[src/rtl/shift_add_multiplier_pkg.sv]
// Shared types and sizing for the shift-and-add multiplier.
package shift_add_multiplier_pkg;

  localparam int WIDTH_DEFAULT = 32;

  // Counter must hold values up to WIDTH, hence one bit beyond log2.
  function automatic int cnt_width(input int width);
    return $clog2(width) + 1;
  endfunction

  localparam int CNT_W = cnt_width(WIDTH_DEFAULT);

  typedef enum logic [1:0] {
    IDLE   = 2'd0,
    CALC   = 2'd1,
    FINISH = 2'd2
  } state_t;

endpackage

[src/rtl/shift_add_multiplier_datapath.sv]
// Multiplicand register, 65-bit accumulator, 33-bit adder and right shifter.
// The product register is written only when the controller signals the last
// step, so the output never exposes partial sums.
module shift_add_multiplier_datapath
  import shift_add_multiplier_pkg::*;
#(
  parameter int WIDTH = WIDTH_DEFAULT
) (
  input  logic                 clk,
  input  logic                 rst_n,
  input  logic                 load,
  input  logic                 calc,
  input  logic                 write_result,
  input  logic [WIDTH-1:0]     m_plier,
  input  logic [WIDTH-1:0]     m_cand,
  output logic [2*WIDTH-1:0]   product
);

  logic [WIDTH-1:0] mcand;
  logic [2*WIDTH:0] acc;
  logic [2*WIDTH:0] acc_next;
  logic [WIDTH:0]   upper;

  // One shift-add step: conditionally add the multiplicand into the upper
  // WIDTH+1 bits (carry kept), then shift the whole accumulator right by one.
  // NOTE: every combinational output gets a default assignment first so no
  // path leaves it unassigned and no latch is inferred.
  always_comb begin
    upper = acc[2*WIDTH:WIDTH];
    if (acc[0]) begin
      upper = acc[2*WIDTH:WIDTH] + {1'b0, mcand};
    end
    acc_next = {1'b0, upper, acc[WIDTH-1:1]};
  end

  // Operand capture on start, one accumulator step per CALC cycle.
  // NOTE: these are plain registers, not a memory array, so clearing them on
  // reset is cheap and keeps the post-reset state fully defined.
  always_ff @(posedge clk or negedge rst_n) begin
    if (!rst_n) begin
      mcand <= '0;
      acc   <= '0;
    end else if (load) begin
      mcand <= m_cand;
      acc   <= {{(WIDTH + 1){1'b0}}, m_plier};
    end else if (calc) begin
      acc <= acc_next;
    end
  end

  // Result register: takes the final shifted value, holds it otherwise.
  always_ff @(posedge clk or negedge rst_n) begin
    if (!rst_n) begin
      product <= '0;
    end else if (write_result) begin
      product <= acc_next[2*WIDTH-1:0];
    end
  end

endmodule

[src/rtl/shift_add_multiplier.sv]
// Sequential unsigned WIDTHxWIDTH multiplier, one multiplier bit per clock.
// A start in IDLE or FINISH launches an operation; DONE rises WIDTH edges
// after the start edge and stays high with PRODUCT until the next start.
module shift_add_multiplier
  import shift_add_multiplier_pkg::*;
#(
  parameter int WIDTH = WIDTH_DEFAULT
) (
  input  logic                 CLK,
  input  logic                 RST,
  input  logic                 ST,
  input  logic [WIDTH-1:0]     M_PLIER,
  input  logic [WIDTH-1:0]     M_CAND,
  output logic                 DONE,
  output logic [2*WIDTH-1:0]   PRODUCT
);

  localparam int CW = cnt_width(WIDTH);

  state_t        state;
  state_t        state_next;
  logic [CW-1:0] count;
  logic          load;
  logic          calc;
  logic          last;

  // State register.
  // NOTE: sequential state is always assigned with non-blocking <= so every
  // register samples the pre-edge values regardless of statement order.
  always_ff @(posedge CLK or negedge RST) begin
    if (!RST) begin
      state <= IDLE;
    end else begin
      state <= state_next;
    end
  end

  // Next-state logic: ST is only honoured outside CALC.
  always_comb begin
    state_next = state;
    unique case (state)
      IDLE:    if (ST)   state_next = CALC;
      CALC:    if (last) state_next = FINISH;
      FINISH:  if (ST)   state_next = CALC;
      default:           state_next = IDLE;
    endcase
  end

  // Control decode for the datapath and the step counter.
  always_comb begin
    load = ST && ((state == IDLE) || (state == FINISH));
    calc = (state == CALC);
    last = calc && (count == CW'(WIDTH - 1));
  end

  // Step counter: cleared on start, advanced once per CALC cycle.
  always_ff @(posedge CLK or negedge RST) begin
    if (!RST) begin
      count <= '0;
    end else if (load) begin
      count <= '0;
    end else if (calc) begin
      count <= count + CW'(1);
    end
  end

  // DONE flag: drops on a new start, rises with the result write.
  always_ff @(posedge CLK or negedge RST) begin
    if (!RST) begin
      DONE <= 1'b0;
    end else if (load) begin
      DONE <= 1'b0;
    end else if (last) begin
      DONE <= 1'b1;
    end
  end

  shift_add_multiplier_datapath #(
    .WIDTH(WIDTH)
  ) u_datapath (
    .clk          (CLK),
    .rst_n        (RST),
    .load         (load),
    .calc         (calc),
    .write_result (last),
    .m_plier      (M_PLIER),
    .m_cand       (M_CAND),
    .product      (PRODUCT)
  );

endmodule

[config.mk]
export PLATFORM = sky130hd
export DESIGN_NAME = shift_add_multiplier
export DESIGN_NICKNAME = d
export VERILOG_FILES = /design/src/rtl/shift_add_multiplier_pkg.sv /design/src/rtl/shift_add_multiplier_datapath.sv /design/src/rtl/shift_add_multiplier.sv
export SDC_FILE = /design/constraint.sdc
export NUM_CORES = 1
export LEC_CHECK = 0
export CORE_MARGIN = 3
export CORE_UTILIZATION = 28
export CTS_BUF_LIST = sky130_fd_sc_hd__clkbuf_4 sky130_fd_sc_hd__clkbuf_8
export CTS_CLUSTER_DIAMETER = 200
export CTS_CLUSTER_SIZE = 28
export DETAILED_ROUTE_END_ITERATION = 7
export PLACE_DENSITY = 0.51
export SLEW_MARGIN = 25
export SYNTH_ARGS = -nofsm -noshare
export SYNTH_HDL_FRONTEND = slang
export SYNTH_HIERARCHICAL = 1
export SYNTH_SLANG_ARGS = --single-unit
[constraint.sdc]
create_clock -name CLK -period 4.15 [get_ports CLK]
set_clock_uncertainty 0.1 [all_clocks]
set_input_delay 0.6225 -clock CLK [delete_from_list [all_inputs] [get_ports CLK]]
set_output_delay 0.6225 -clock CLK [all_outputs]
set_load 0.01 [all_outputs]
==> flow_summary.toml, run 1 <==
[outcome]
status = "finished, final reports clean"

[clocking]
cts_tree = "built"
cts_buffer_depth = 2
htreeDepth = 4
clkTransAtPathRegs_ns = 0.10
cts.root.buffer_cell = "clkbuf_8"
hold_buffers = 0
cts_buffers = 17
worstSkewPairLatency_ns = 0.46
cts_resized = 0
post-cts-setup-buffers = 0
cts_sinks = 169

[power]
power_mw = 10.31
peakVddDrop_mv = 0.3084
clockPowerShare_pct = 12.7
intPower_mw = 5.891
leakage_nw = 4.698
seq_power_share_pct = 30.2
switchingPower_mw = 4.419
power.share.switching_pct = 42.86
pwr-share-comb_pct = 57.1
p_per_area_nw_per_um2 = 940.6

[run]
maxCapViolCount = 0

[logic_synthesis]
synth-adder-area-share_pct = 4.918
synth_top_area_cell = "dfrtp_1"
yosys.area_share.simple_pct = 10.96
avgSynthCellArea_um2 = 10.47
yosysTopAreaCellShare_pct = 48.04
ys_warn_count = 6
ys_ff_latch = 169
ys_types = 60
synth_edf_count = 0
synth_xor_area_share_pct = 2.388
synth_area_leaders = "dfrtp_1 48%, mux2_2 8.6%, mux2i_1 6.7%"
synth-main-ff-cell = "dfrtp_1"
synth_sequential_area_ratio_pct = 48.04
async_reset_ff_share_pct = 100.0
syn_nets = 942
synth_common_cells = "169 x dfrtp_1, 73 x nor2_1, 71 x nand2_1, 67 x mux2_2"
syn_inst = 841
netlist_area_um2 = 8803
muxShareOfSynthArea_pct = 15.62
synth_compound_area_share_pct = 15.35
yosysMostFrequentCell = "dfrtp_1"
synth_top_family_by_area = "multiplexers"

[global_routing]
grt_max_degree = 75
antenna_found_initial = 0
grt_pass1_wl_mm = 37.28
grt_pass1_vias = 6814
track_usage_pct = 13.72
grt-ovfl-total = 0

[route]
drt_pass1_iterations = 4
post_drt_wl_per_cell_um = 16.48
drc = 0
wl_mm = 22.41
ant_nets = 0
via_count = 6576
vias_per_cell = 4.835
drt_iter0_drc = 311

[setup_path]
crit_path_start_kind = "register"
path_max_fanout = 3
cp.required_ns = 4.43
path_class = "register to register"
worst_ep_arrival_time_ns = 3.38
critPathCaptureType = "register"

[place]
dp_hpwl_mm = 16.01
portBuffers = 131
globalplace.congestion = 0.7965

[floorplan]
die-height_um = 183.3
design.die.area_um2 = 33600
start_util_pct = 28.63
die_x_um = 183.3
io_pins = 132
rows = 64
coreArea_um2 = 30750

[sta]
setup_violations = 0
slew_headroom_pct = 51.80
fmax_mhz = 322.1
finalHoldViolations = 0
fin_crit_ns = 3.104
rsz0062_at_grt = "false"
maxSlewViolCount = 0
tns_ns = 0
period_share_pct = 74.80
tightest_slew_ns = 0.7230

[min_path]
hp-class = "input pin to async pin"

[final_layout]
nets = 1052
diodes = 0
drive_gt1_share_pct = 13.28
area_delta_synth_final_pct = 24.50
==> per-layer routing <==
metal  vias to the layer above  routed length, um  track usage, %
met3                        11                511           2.003
li1                       3257                  -               -
met1                      3221              11020           19.31
met5                         -                  0               0
met2                        87              10630           22.17
met4                         0                255           3.717
==> registers in the layout, indices dropped and copies added (netlist names) <==
signal,count
u_datapath/acc,64
u_datapath/product,64
u_datapath/mcand,32
count,6
state,2
DONE,1
==> worst max-delay path, cell delays in order, from the launching register on <==
cell and delay (ns):
dfrtp_1 0.41, ha_1 0.24, fa_1 0.41, a21o_1 0.19
nand4_1 0.14, a21oi_1 0.11, o21ai_0 0.42, nand2_1 0.17
a41oi_1 0.35, mux2_2 0.38, a21oi_1 0.11
==> per-stage QoR <==
stage          utilization, %  hold WS, ns  area (um2)  instances  worst slack (ns)
2_1_floorplan               -       0.2269        8803        841             1.427
3_3_place_gp            34.22       0.3907       10520       1328             1.138
3_5_place_dp            34.22       0.3825       10520       1328             1.064
4_1_cts                 35.64      0.06268       10960       1360             1.034
5_1_grt                 35.64      0.06087       10960       1360            0.7587
6_report                35.64      0.05585       10960       1360             1.046
==> power by group through the flow <==
stage | clock network (mW) | logic (mW) | registers, mW
global route | 1.43 | 6.59 | 3.25
detailed placement | 0 | 5.92 | 3.16
CTS | 1.37 | 5.95 | 3.13
finish | 1.31 | 5.89 | 3.12
floorplan | 0 | 4.09 | 3.08
global placement | 0 | 5.90 | 3.14
==> kinds of logic (layout without fill, tap and decap cells) <==
family	Yosys count	count (layout)
fa+ha+maj	34	34
xor+xnor	24	24
compound gates	214	214
simple gates	211	211
flops	169	169
buf+inv	61	184
mux	128	128
==> final cells by class <==
class | instances | area [um2]
well taps | 396 | 495.5
multi-input cells | 611 | 4334
flip-flops and latches | 169 | 4230
repair buffers | 142 | 1420
clock inverters | 13 | 183.9
fillers | 3180 | 19790
clock buffers | 19 | 255.2
inverters | 10 | 41.29
==> final timing paths <==
| kind | to | depth (start not counted) | from | slack, ns |
|---|---|---|---|---|
| min in group CLK | DONE | 1 | DONE | 0.40 |
| hold / removal | u_datapath/product[2] | 1 | RST | 0.06 |
| setup reg to reg | u_datapath/acc[61] | 10 | u_datapath/acc[32] | 1.05 |
| setup / recovery | u_datapath/acc[61] | 10 | u_datapath/acc[32] | 1.05 |
| max in group asynchronous | u_datapath/acc[16] | 2 | RST | 2.84 |
| hold reg to reg | DONE | 1 | DONE | 0.40 |
==> cell usage in the layout, fill, tap and decap left out, types with 8 or more instances in the layout <==
master | netlist | final
ha_1 | 33 | 33
a211oi_1 | 27 | 27
nand2_1 | 71 | 71
dfrtp_1 | 169 | 168
xnor2_1 | 9 | 9
a31oi_1 | 12 | 12
nand3_1 | 15 | 15
mux2i_1 | 59 | 59
xor2_1 | 15 | 15
clkbuf_8 | 0 | 18
a21o_1 | 15 | 15
nor2_1 | 73 | 73
mux2_2 | 67 | 67
o21ai_0 | 56 | 56
nand4_1 | 8 | 8
nor2b_1 | 8 | 8
a21oi_1 | 59 | 59
clkdlybuf4s50_1 | 0 | 130
buf_4 | 0 | 9
Note: power is estimated with default switching activity, not from simulation.
==> run 2, diff against run 1 <==
- clock period: 4.15 -> 2.9 ns (I/O delays scaled with it)
==> run 2 against run 1 <==
Net effect:
- via count up 3.2%
- utilization up 1.8 points
- largest cell class unchanged
- the flow now finishes with violations (negative setup slack)
- non-clock buffer count up 45
- maximum frequency up 5.3%
- combinational power up 66%
- critical path type unchanged
- final area up 5.0%
- critical path depth down 1
- setup slack worse by 1.1 ns
- sequential power up 41%
==> flow_summary.toml, run 2 (synthesis results as in run 1) <==
[floorplan]
die-height_um = 183.3
coreArea_um2 = 30750
start_util_pct = 28.63
design.die.area_um2 = 33600
die_x_um = 183.3
rows = 64
io_pins = 132

[final_layout]
area_delta_synth_final_pct = 30.78
nets = 1097
diodes = 0
mostFrequentLayoutCells = "168 x dfrtp_1, 130 x clkdlybuf4s50_1, 73 x nor2_1, 71 x nand2_1, 66 x mux2_2"
top_regs = "u_datapath/acc (64), u_datapath/product (64), u_datapath/mcand (32)"
drive_gt1_share_pct = 19.86
final_common_cell = "dfrtp_1"

[clocking]
cts_sinks = 169
cts_buffer_depth = 2
clkTransAtPathRegs_ns = 0.11
cts.root.buffer_cell = "clkbuf_8"
htreeDepth = 4
cts_tree = "built"
worstSkewPairLatency_ns = 0.47
cts_buffers = 17

[outcome]
status = "complete, but fails checks"
violations = "negative setup slack"

[sta]
period_share_pct = 101.7
timing.final.ws_setup_ns = -0.04839
slew_headroom_pct = 53.21
maxSlewViolCount = 0
fin_crit_ns = 2.948
rsz0062_at_grt = "true"
fin_hold_ws_ns = 0.3263
fmax_mhz = 339.2
finalHoldViolations = 0
tightest_slew_ns = 0.7019
setup_violations = 4

[route]
wl_mm = 23.18
drt_pass1_iterations = 4
via_count = 6785
drt_iter0_drc = 271
vias_per_cell = 4.836
drc = 0
post_drt_wl_per_cell_um = 16.52
ant_nets = 0

[global_routing]
grt-ovfl-total = 0
antenna_found_initial = 0
grt_pass1_wl_mm = 38.72
track_usage_pct = 14.23
grt_max_degree = 69
grt_pass1_vias = 7087

[setup_path]
path_class = "register to register"
rr_startpoint = "u_datapath/acc[38]"
slowest_stage = "or4b_4"
critPathCaptureType = "register"
path_max_fanout = 4
cp.required_ns = 3.15
path_cells = "ha_4 > o21a_1 > o211ai_1 > or4b_4 > a311o_1 > a21boi_2 > nor3_1 > a211o_1 > mux2_4"
cpPeakStageDelay_ns = 0.55
worst_ep_arrival_time_ns = 3.20
crit_start = "u_datapath/acc[38]"
crit_path_start_kind = "register"

[place]
dp_hpwl_mm = 16.39
globalplace.congestion = 0.8166
portBuffers = 131

[power]
p_per_area_nw_per_um2 = 1381
leakage_nw = 4.921
power_mw = 15.90
peakVddDrop_mv = 0.4978

[run]
maxCapViolCount = 0

[min_path]
hp-class = "input pin to async pin"
==> run 2: final timing paths <==
| kind | to | slack (ns) | depth (start not counted) |
|---|---|---|---|
| setup / recovery | u_datapath/product[62] | -0.05 | 9 |
| hold / removal | u_datapath/product[2] | 0.33 | 2 |
| setup reg to reg | u_datapath/product[62] | -0.05 | 9 |
| hold reg to reg | DONE | 0.39 | 1 |
| max in group asynchronous | u_datapath/mcand[28] | 1.64 | 3 |
| min in group CLK | DONE | 0.39 | 1 |
==> run 2: stage by stage <==
step / setup slack, ns / instance area [um2] / cells / TNS [ns] / util, %
2_1_floorplan: 0.1770 / 8803 / 841 / 0 / -
3_3_place_gp: -0.04238 / 10840 / 1365 / -0.05838 / 35.24
3_5_place_dp: -0.09347 / 10840 / 1365 / -0.4231 / 35.24
4_1_cts: -0.1002 / 11300 / 1398 / -0.3038 / 36.76
5_1_grt: -0.1416 / 11510 / 1403 / -0.5958 / 37.44
6_report: -0.04839 / 11510 / 1403 / -0.07826 / 37.44
==> run 2: final cells by class <==
| cell class | instances | area [um2] |
|---|---|---|
| inverters | 10 | 41.29 |
| fillers | 3104 | 19240 |
| well taps | 396 | 495.5 |
| repair buffers | 187 | 1798 |
| clock buffers | 18 | 247.7 |
| flip-flops and latches | 169 | 4230 |
| clock inverters | 12 | 142.6 |
| multi-input cells | 611 | 4558 |
==> run 2: power breakdown <==
part	total, mW	internal [mW]	switching, mW	leakage (nW)
Combinational	9.75	4.81	4.94	2.73
Sequential	4.41	3.57	0.840	2.00
Clock	1.74	0.795	0.945	0.190
==> run 2: what timing repair did <==
item,in CTS,in global routing
hold buffers,1,0
buffers inserted,2,5
endpoints found under the setup margin,12,30
resized for setup,7,37
pin swaps,12,15
endpoints found under the hold margin,37,0
==> run 2: critical path, delay by kind of cell (launching register included) <==
family                   cells  cell delay (ns)
flip-flops                   1             0.43
multiplexers                 1             0.26
AO/OA/AOI/OAI                5             1.12
adder cells (fa/ha/maj)      1             0.30
AND/OR/NAND/NOR              2             0.62
==> run 2: per-layer routing <==
metal / wire, um / part of all wire, % / up-vias / global-route usage [%]
li1: - / - / 3351 / -
met1: 11380 / 49 / 3321 / 20.03
met2: 11050 / 48 / 101 / 23.09
met3: 534 / 2.3 / 12 / 2.241
met4: 215 / 0.93 / 0 / 3.473
met5: 0 / 0 / - / 0
